`src/rtl/rram_sched_pkg.sv`:
```
// ---------------------------------------------------------------------------
// rram_sched_pkg
// Shared definitions for the RRAM access scheduler:
//   - FSM state encoding (plain localparams so older tools and tests that
//     poke the raw state value keep working)
//   - controller operation encoding (RW: 1 = read, 0 = write)
//   - helper for locating a requester's field inside a packed request bus
// ---------------------------------------------------------------------------
package rram_sched_pkg;

    localparam logic [2:0] ST_IDLE    = 3'd0;
    localparam logic [2:0] ST_ISSUE_W = 3'd1;
    localparam logic [2:0] ST_WAIT_W  = 3'd2;
    localparam logic [2:0] ST_ISSUE_R = 3'd3;
    localparam logic [2:0] ST_WAIT_R  = 3'd4;
    localparam logic [2:0] ST_RESP    = 3'd5;

    localparam logic OP_READ  = 1'b1;
    localparam logic OP_WRITE = 1'b0;

    // Low bit index of requester 'port' inside a bus packed as
    // {port1_field, port0_field}, each 'width' bits wide.
    function automatic int field_lo(input logic port, input int width);
        return port ? width : 0;
    endfunction

endpackage

```
`src/rtl/rram_rr_arbiter.sv`:
```
// ---------------------------------------------------------------------------
// rram_rr_arbiter
// Two-way round-robin arbiter. When both requesters are valid the port after
// the last grantee wins; a single valid requester always wins. The last-grant
// pointer only moves when the grant is actually accepted, so a requester that
// is passed over keeps its turn.
// Ports:
//   clk        in   clock, rising edge
//   reset      in   synchronous, active-low
//   req        in   [1:0] request valid per port
//   accept     in   grant taken this cycle (updates the pointer)
//   grant      out  [1:0] one-hot grant (zero when no request)
//   grant_idx  out  index of the granted port
// ---------------------------------------------------------------------------
module rram_rr_arbiter (
    input  logic       clk,
    input  logic       reset,
    input  logic [1:0] req,
    input  logic       accept,
    output logic [1:0] grant,
    output logic       grant_idx
);

    logic last_grant;

    // Pick the winner: on contention favour the port that was not granted
    // last, otherwise whichever single port is asking.
    always_comb begin
        grant_idx = 1'b0;
        if (req == 2'b11) begin
            grant_idx = ~last_grant;
        end else begin
            grant_idx = req[1];
        end
        grant = 2'b00;
        if (req != 2'b00) begin
            grant = grant_idx ? 2'b10 : 2'b01;
        end
    end

    // Pointer starts at port 1 so that port 0 wins the first contention.
    always_ff @(posedge clk) begin
        if (!reset) begin
            last_grant <= 1'b1;
        end else if (accept) begin
            last_grant <= grant_idx;
        end
    end

endmodule

```
`src/rtl/rram_access_scheduler.sv`:
```
// ---------------------------------------------------------------------------
// rram_access_scheduler
// Two-port request scheduler in front of the RRAM controller. Arbitrates the
// host (port 0) and scrub/verify (port 1) requesters, pulses the one-cycle
// controller EN command, waits out the controller phase timing, and verifies
// every write with a read-back, re-writing up to MAX_RETRY extra times.
// Ports:
//   clk, reset             clock / synchronous active-low reset
//   REQ_VALID, REQ_READY   per-port request handshake (READY is a one-hot pulse)
//   REQ_RW/X/Y/WDATA       per-port request fields, packed {port1, port0}
//   RSP_VALID              one-cycle response pulse to the owning port
//   RSP_RDATA, RSP_ERR     read / last verify data, and verify-failed flag
//   EN, RW                 controller command pulse and operation
//   X_ADDRESS, Y_ADDRESS   controller word / select column address
//   WDATA                  column driver write data
//   SA_DOUT                sense-amplifier output
// ---------------------------------------------------------------------------
module rram_access_scheduler
    import rram_sched_pkg::*;
#(
    parameter int B_SIZE    = 4,
    parameter int X_SIZE    = 4,
    parameter int Y_SIZE    = 6,
    parameter int RD_WAIT   = 4,
    parameter int WR_WAIT   = 2,
    parameter int MAX_RETRY = 3
) (
    input  logic                  clk,
    input  logic                  reset,
    input  logic [1:0]            REQ_VALID,
    output logic [1:0]            REQ_READY,
    input  logic [1:0]            REQ_RW,
    input  logic [2*X_SIZE-1:0]   REQ_X,
    input  logic [2*Y_SIZE-1:0]   REQ_Y,
    input  logic [2*B_SIZE-1:0]   REQ_WDATA,
    output logic [1:0]            RSP_VALID,
    output logic [B_SIZE-1:0]     RSP_RDATA,
    output logic                  RSP_ERR,
    output logic                  EN,
    output logic                  RW,
    output logic [X_SIZE-1:0]     X_ADDRESS,
    output logic [Y_SIZE-1:0]     Y_ADDRESS,
    output logic [B_SIZE-1:0]     WDATA,
    input  logic [B_SIZE-1:0]     SA_DOUT
);

    // The wait counter is loaded with WAIT-1 and counts down to zero.
    localparam int MAX_WAIT = (RD_WAIT > WR_WAIT) ? RD_WAIT : WR_WAIT;
    localparam int CNT_W    = (MAX_WAIT > 1) ? $clog2(MAX_WAIT) : 1;
    localparam int RETRY_W  = (MAX_RETRY > 0) ? $clog2(MAX_RETRY + 1) : 1;

    logic [2:0]          state;
    logic [CNT_W-1:0]    wait_cnt;
    logic [RETRY_W-1:0]  retry_cnt;
    logic                owner;
    logic                lat_op;
    logic [B_SIZE-1:0]   lat_wdata;

    logic [1:0]          grant;
    logic                grant_idx;
    logic                accept;

    logic                sel_rw;
    logic [X_SIZE-1:0]   sel_x;
    logic [Y_SIZE-1:0]   sel_y;
    logic [B_SIZE-1:0]   sel_wdata;

    rram_rr_arbiter u_arb (
        .clk       (clk),
        .reset     (reset),
        .req       (REQ_VALID),
        .accept    (accept),
        .grant     (grant),
        .grant_idx (grant_idx)
    );

    // Fields of the granted requester. Constant slice bases keep the mux
    // simple; the helper hides the packing order.
    always_comb begin
        sel_rw    = REQ_RW[grant_idx];
        sel_x     = grant_idx ? REQ_X[field_lo(1'b1, X_SIZE) +: X_SIZE]
                              : REQ_X[field_lo(1'b0, X_SIZE) +: X_SIZE];
        sel_y     = grant_idx ? REQ_Y[field_lo(1'b1, Y_SIZE) +: Y_SIZE]
                              : REQ_Y[field_lo(1'b0, Y_SIZE) +: Y_SIZE];
        sel_wdata = grant_idx ? REQ_WDATA[field_lo(1'b1, B_SIZE) +: B_SIZE]
                              : REQ_WDATA[field_lo(1'b0, B_SIZE) +: B_SIZE];
    end

    // Accept is gated with reset so no request is consumed while the block
    // is held in reset.
    always_comb begin
        accept    = reset && (state == ST_IDLE) && (REQ_VALID != 2'b00);
        REQ_READY = accept ? grant : 2'b00;
        EN        = (state == ST_ISSUE_W) || (state == ST_ISSUE_R);
        RSP_VALID = 2'b00;
        if (state == ST_RESP) begin
            RSP_VALID = owner ? 2'b10 : 2'b01;
        end
    end

    // Main sequencer. The X/Y/WDATA output registers double as the request
    // latch: they are loaded on accept and then held through every
    // write/verify retry. RW is changed only on the edge entering an ISSUE
    // state, so the controller never sees it move during a WAIT phase.
    always_ff @(posedge clk) begin
        if (!reset) begin
            state     <= ST_IDLE;
            wait_cnt  <= '0;
            retry_cnt <= '0;
            owner     <= 1'b0;
            lat_op    <= OP_WRITE;
            lat_wdata <= '0;
            RW        <= 1'b0;
            X_ADDRESS <= '0;
            Y_ADDRESS <= '0;
            WDATA     <= '0;
            RSP_RDATA <= '0;
            RSP_ERR   <= 1'b0;
        end else begin
            case (state)
                ST_IDLE: begin
                    if (accept) begin
                        owner     <= grant_idx;
                        lat_op    <= sel_rw;
                        lat_wdata <= sel_wdata;
                        X_ADDRESS <= sel_x;
                        Y_ADDRESS <= sel_y;
                        WDATA     <= sel_wdata;
                        RW        <= sel_rw;
                        retry_cnt <= '0;
                        RSP_ERR   <= 1'b0;
                        state     <= (sel_rw == OP_READ) ? ST_ISSUE_R : ST_ISSUE_W;
                    end
                end
                ST_ISSUE_W: begin
                    wait_cnt <= CNT_W'(WR_WAIT - 1);
                    state    <= ST_WAIT_W;
                end
                ST_WAIT_W: begin
                    if (wait_cnt == '0) begin
                        RW    <= OP_READ;
                        state <= ST_ISSUE_R;
                    end else begin
                        wait_cnt <= wait_cnt - CNT_W'(1);
                    end
                end
                ST_ISSUE_R: begin
                    wait_cnt <= CNT_W'(RD_WAIT - 1);
                    state    <= ST_WAIT_R;
                end
                ST_WAIT_R: begin
                    if (wait_cnt == '0) begin
                        RSP_RDATA <= SA_DOUT;
                        if (lat_op == OP_READ || SA_DOUT == lat_wdata) begin
                            state <= ST_RESP;
                        end else if (retry_cnt < RETRY_W'(MAX_RETRY)) begin
                            retry_cnt <= retry_cnt + RETRY_W'(1);
                            RW        <= OP_WRITE;
                            state     <= ST_ISSUE_W;
                        end else begin
                            RSP_ERR <= 1'b1;
                            state   <= ST_RESP;
                        end
                    end else begin
                        wait_cnt <= wait_cnt - CNT_W'(1);
                    end
                end
                ST_RESP: begin
                    state <= ST_IDLE;
                end
                default: begin
                    state <= ST_IDLE;
                end
            endcase
        end
    end

endmodule

```
`config.mk`:
```
export PLATFORM = sky130hd
export DESIGN_NAME = rram_access_scheduler
export DESIGN_NICKNAME = d
export VERILOG_FILES = /design/src/rtl/rram_sched_pkg.sv /design/src/rtl/rram_rr_arbiter.sv /design/src/rtl/rram_access_scheduler.sv
export SDC_FILE = /design/constraint.sdc
export NUM_CORES = 1
export LEC_CHECK = 0
export ABC_CLOCK_PERIOD_IN_PS = 1900
export BUFFER_PORTS_ARGS = -buffer_cell sky130_fd_sc_hd__buf_2
export CELL_PAD_IN_SITES_DETAIL_PLACEMENT = 1
export CELL_PAD_IN_SITES_GLOBAL_PLACEMENT = 1
export CORE_AREA = 2 2 69 71
export CTS_CLUSTER_DIAMETER = 30
export DETAILED_ROUTE_END_ITERATION = 8
export DIE_AREA = 0 0 71 73
export PLACE_DENSITY = 0.82
export RECOVER_POWER = 50
export SLEW_MARGIN = 20
export SYNTH_ARGS = -nofsm -noshare
export SYNTH_HDL_FRONTEND = slang
export SYNTH_SLANG_ARGS = --single-unit
```
`constraint.sdc`:
```
create_clock -name clk -period 1.9 [get_ports clk]
set_input_delay 0.285 -clock clk [delete_from_list [all_inputs] [get_ports clk]]
set_output_delay 0.285 -clock clk [all_outputs]
set_load 0.02 [all_outputs]
```
==> summary.txt <==
Clock network
  – Clock sink total: 30
  – CTS hold repair buffers: 0
  – Number of clock buffers inserted by TritonCTS: 5
  – Latest clock arrival within the worst-skew pair: 0.28 ns
  – Clock slew at reported path FFs: 0.07 ns
  – CTS H-Tree Depth: 2
  – Clock buffer depth: 2
  – CTS tree: yes
  – Library cell used as clock root buffer: clkbuf_8

Place
  – Half-perimeter wire length of the detailed placement result: 3.31 mm
  – GPL Wtd Cong: 0.821
  – Port-buffer cells: 62

STA
  – Total negative slack: 0 ns
  – Remaining max-slew budget at the tightest pin: 0.452
  – Smallest hold slack: 0.243 ns
  – Unrepaired setup endpoints after global routing: false
  – Final hold viol count: 0
  – Worst clock skew: 0.00421 ns
  – Part of the cycle the worst path needs: 0.946
  – Max-slew violation count: 0
  – Least-Margin Pin Slew: 0.821 ns
  – Top achievable clock speed: 0.556 GHz
  – Time the worst path needs with I/O delays and setup: 1.80 ns
  – Finish-stage setup viols: 0

Logic synthesis
  – Synthesized area divided by synthesized cell count: 9.43 sq um
  – Post-synthesis cell type count: 41
  – Total number of yosys warnings: 0
  – Gate count of the mapped netlist: 151
  – Number of synthesized register bits: 30
  – Asr flop ratio synth: 0
  – Synthesized netlist net count: 191
  – Sequential share of the synthesized area: 0.422
  – Number of enable flip-flop cells after synthesis: 0
  – Most frequently used flop master after synthesis: dfxtp_1
  – Cell area after technology mapping: 1420 sq um

Routing
  – Drt first pass iters: 4
  – DRC errors left: 0
  – Antenna-violating nets left: 0
  – Routed vias/inst: 5.37
  – Iteration-0 DRC Markers: 70
  – Wirelength per Cell: 15.9 microns
  – Detailed Route WL: 4.37 mm
  – Vias post-DR: 1478

Finish
  – FILL cells: 564
  – Net count of the finished layout: 260
  – Antenna diodes: 0
  – Fraction of layout cells with a size suffix above 1: 0.335
  – Most frequent cells in the layout: buf_2 (41), dfxtp_1 (29), nor2_1 (24), clkbuf_1 (23), a222oi_1 (14)
  – Area Overhead vs Synth: 33.1%
  – Commonest non-fill, non-tap cell in the layout: buf_2

Global routing
  – Global-route wire length before repair: 6.95 mm
  – Total congestion overflow: 0
  – Gr usage total: 0.173
  – Number of antenna violations at the first check in global routing: 0
  – Pin count of the biggest net entering global routing: 26
  – Vias in the first global route: 1458

Power and ir drop
  – Maximum VDD drop: 0.467 mV
  – Cell leakage power: 0.789 nW
  – Total power divided by cell area: 1030 nW/um^2

Floorplanning
  – Overall die height: 73 microns
  – Die outline area: 5180 sq um
  – Standard-cell rows: 25
  – IO Count: 63
  – Initial Util: 0.314
  – Core area: 4540 sq um
  – Chip Width: 71 microns

Critical path
  – Critical path buffers and inverters: 1
  – Crit path launch type: register
  – Gate family responsible for the most delay along the worst path: simple AND/OR/NAND/NOR gates
  – Arrival time worst endpoint: 1.51 ns
  – Type of the worst setup path: reg2out
  – Critical Path End Type: primary output
  – Critical path's largest stage delay: 0.40 ns
  – Worst Path Required: 1.62 ns
  – Top fanout value on the critical path: 12
  – Critical path, cell by cell: nor4b_4 -> o21ai_2 -> nor2_4 -> buf_4
  – CP max-delay cell: dfxtp_4

Run status
  – Run status: complete, no violations

Min path
  – Class of the tightest hold or removal check: in2reg

Job
  – Max capacitance violation total: 0
[flip-flops by register name, summed over array words and instances, names as in the netlist, 2 cells and up]
name	cells
Y_ADDRESS	6
RSP_RDATA	4
X_ADDRESS	4
lat_wdata	4
state	3
retry_cnt	2
wait_cnt	2
[report_power, final]
group          switching [mW]  total, mW  internal, mW
Clock                   0.244      0.535         0.292
Combinational           0.357      0.629         0.272
Sequential             0.0792      0.793         0.713
Total                   0.680       1.96          1.28
[routing by layer]
layer	share of wire	up-vias	track usage	wire length (microns)
li1	-	708	-	-
met1	0.42	711	0.193	1820
met2	0.51	49	0.312	2240
met3	0.054	10	0.0525	237
met4	0.018	0	0.0629	77
met5	0	-	0	0
[worst min-delay path, cell delays in order]
cell and delay, ns:
buf_2 0.08, a222oi_1 0.05, nor2_1 0.07
[cell usage after synthesis, drive strengths merged, types with 2 or more instances]
library cell | count | area, sq um
nor4 | 3 | 18.8
nand3 | 2 | 10.0
o21a | 2 | 22.5
inv | 5 | 18.8
nand2 | 3 | 11.3
clkbuf | 3 | 11.3
a21oi | 5 | 25.0
nor2 | 27 | 106
o31a | 2 | 17.5
nor4b | 3 | 41.3
buf | 10 | 71.3
a31o | 2 | 17.5
xor2 | 4 | 35.0
dfxtp | 30 | 601
and2 | 2 | 13.8
o21ai | 6 | 33.8
a222oi | 14 | 140
ha | 2 | 25.0
mux2i | 6 | 60.1
nor3 | 5 | 25.0
a211o | 2 | 17.5
[layout make-up]
cell class	instances	area, sq um	area share
Clock buffer	7	86.3	0.0455
Tap cell	54	67.6	0.0356
Sequential cell	30	604	0.319
Inverter	5	18.8	0.00990
Clock inverter	1	5.00	0.00264
Multi-Input combinational cell	103	736	0.388
Timing Repair Buffer	75	378	0.199
[what timing repair did]
action	CTS	global route
setup endpoints to repair	1	4
setup buffers	0	1
gates resized for setup	1	6
pin swaps	0	1
[stage by stage]
stage	worst slack (ns)	utilization	area, sq um	power [mW]	cells
2_1_floorplan	0.213	-	1420	1.21	151
3_3_place_gp	0.211	0.399	1810	1.41	266
3_5_place_dp	0.146	0.399	1810	1.42	266
4_1_cts	0.00733	0.420	1900	1.96	274
5_1_grt	0.0000829	0.418	1900	2.07	275
6_report	0.103	0.418	1900	1.96	275
[cell families (layout without fill, tap and decap cells)]
kind of cell | Yosys count | count (layout) | share of synthesized area
AND/OR/NAND/NOR | 52 | 52 | 0.197
AO/OA/AOI/OAI | 39 | 39 | 0.226
flip-flops | 30 | 30 | 0.422
buffers and inverters | 18 | 88 | 0.0712
multiplexers | 6 | 6 | 0.0422
XOR/XNOR | 4 | 4 | 0.0246
adder cells (fa/ha/maj) | 2 | 2 | 0.0176
[final timing paths]
| path | end | from | cells after the start | slack (ns) |
|---|---|---|---|---|
| worst max-delay path | REQ_READY[0] | state[1] | 4 | 0.10 |
| worst max register to register | RW | state[1] | 6 | 0.11 |
| worst min-delay path | X_ADDRESS[0] | REQ_X[4] | 3 | 0.24 |
| worst min register to register | u_arb.last_grant | u_arb.last_grant | 1 | 0.47 |
Power figures use the tool's default switching activity.
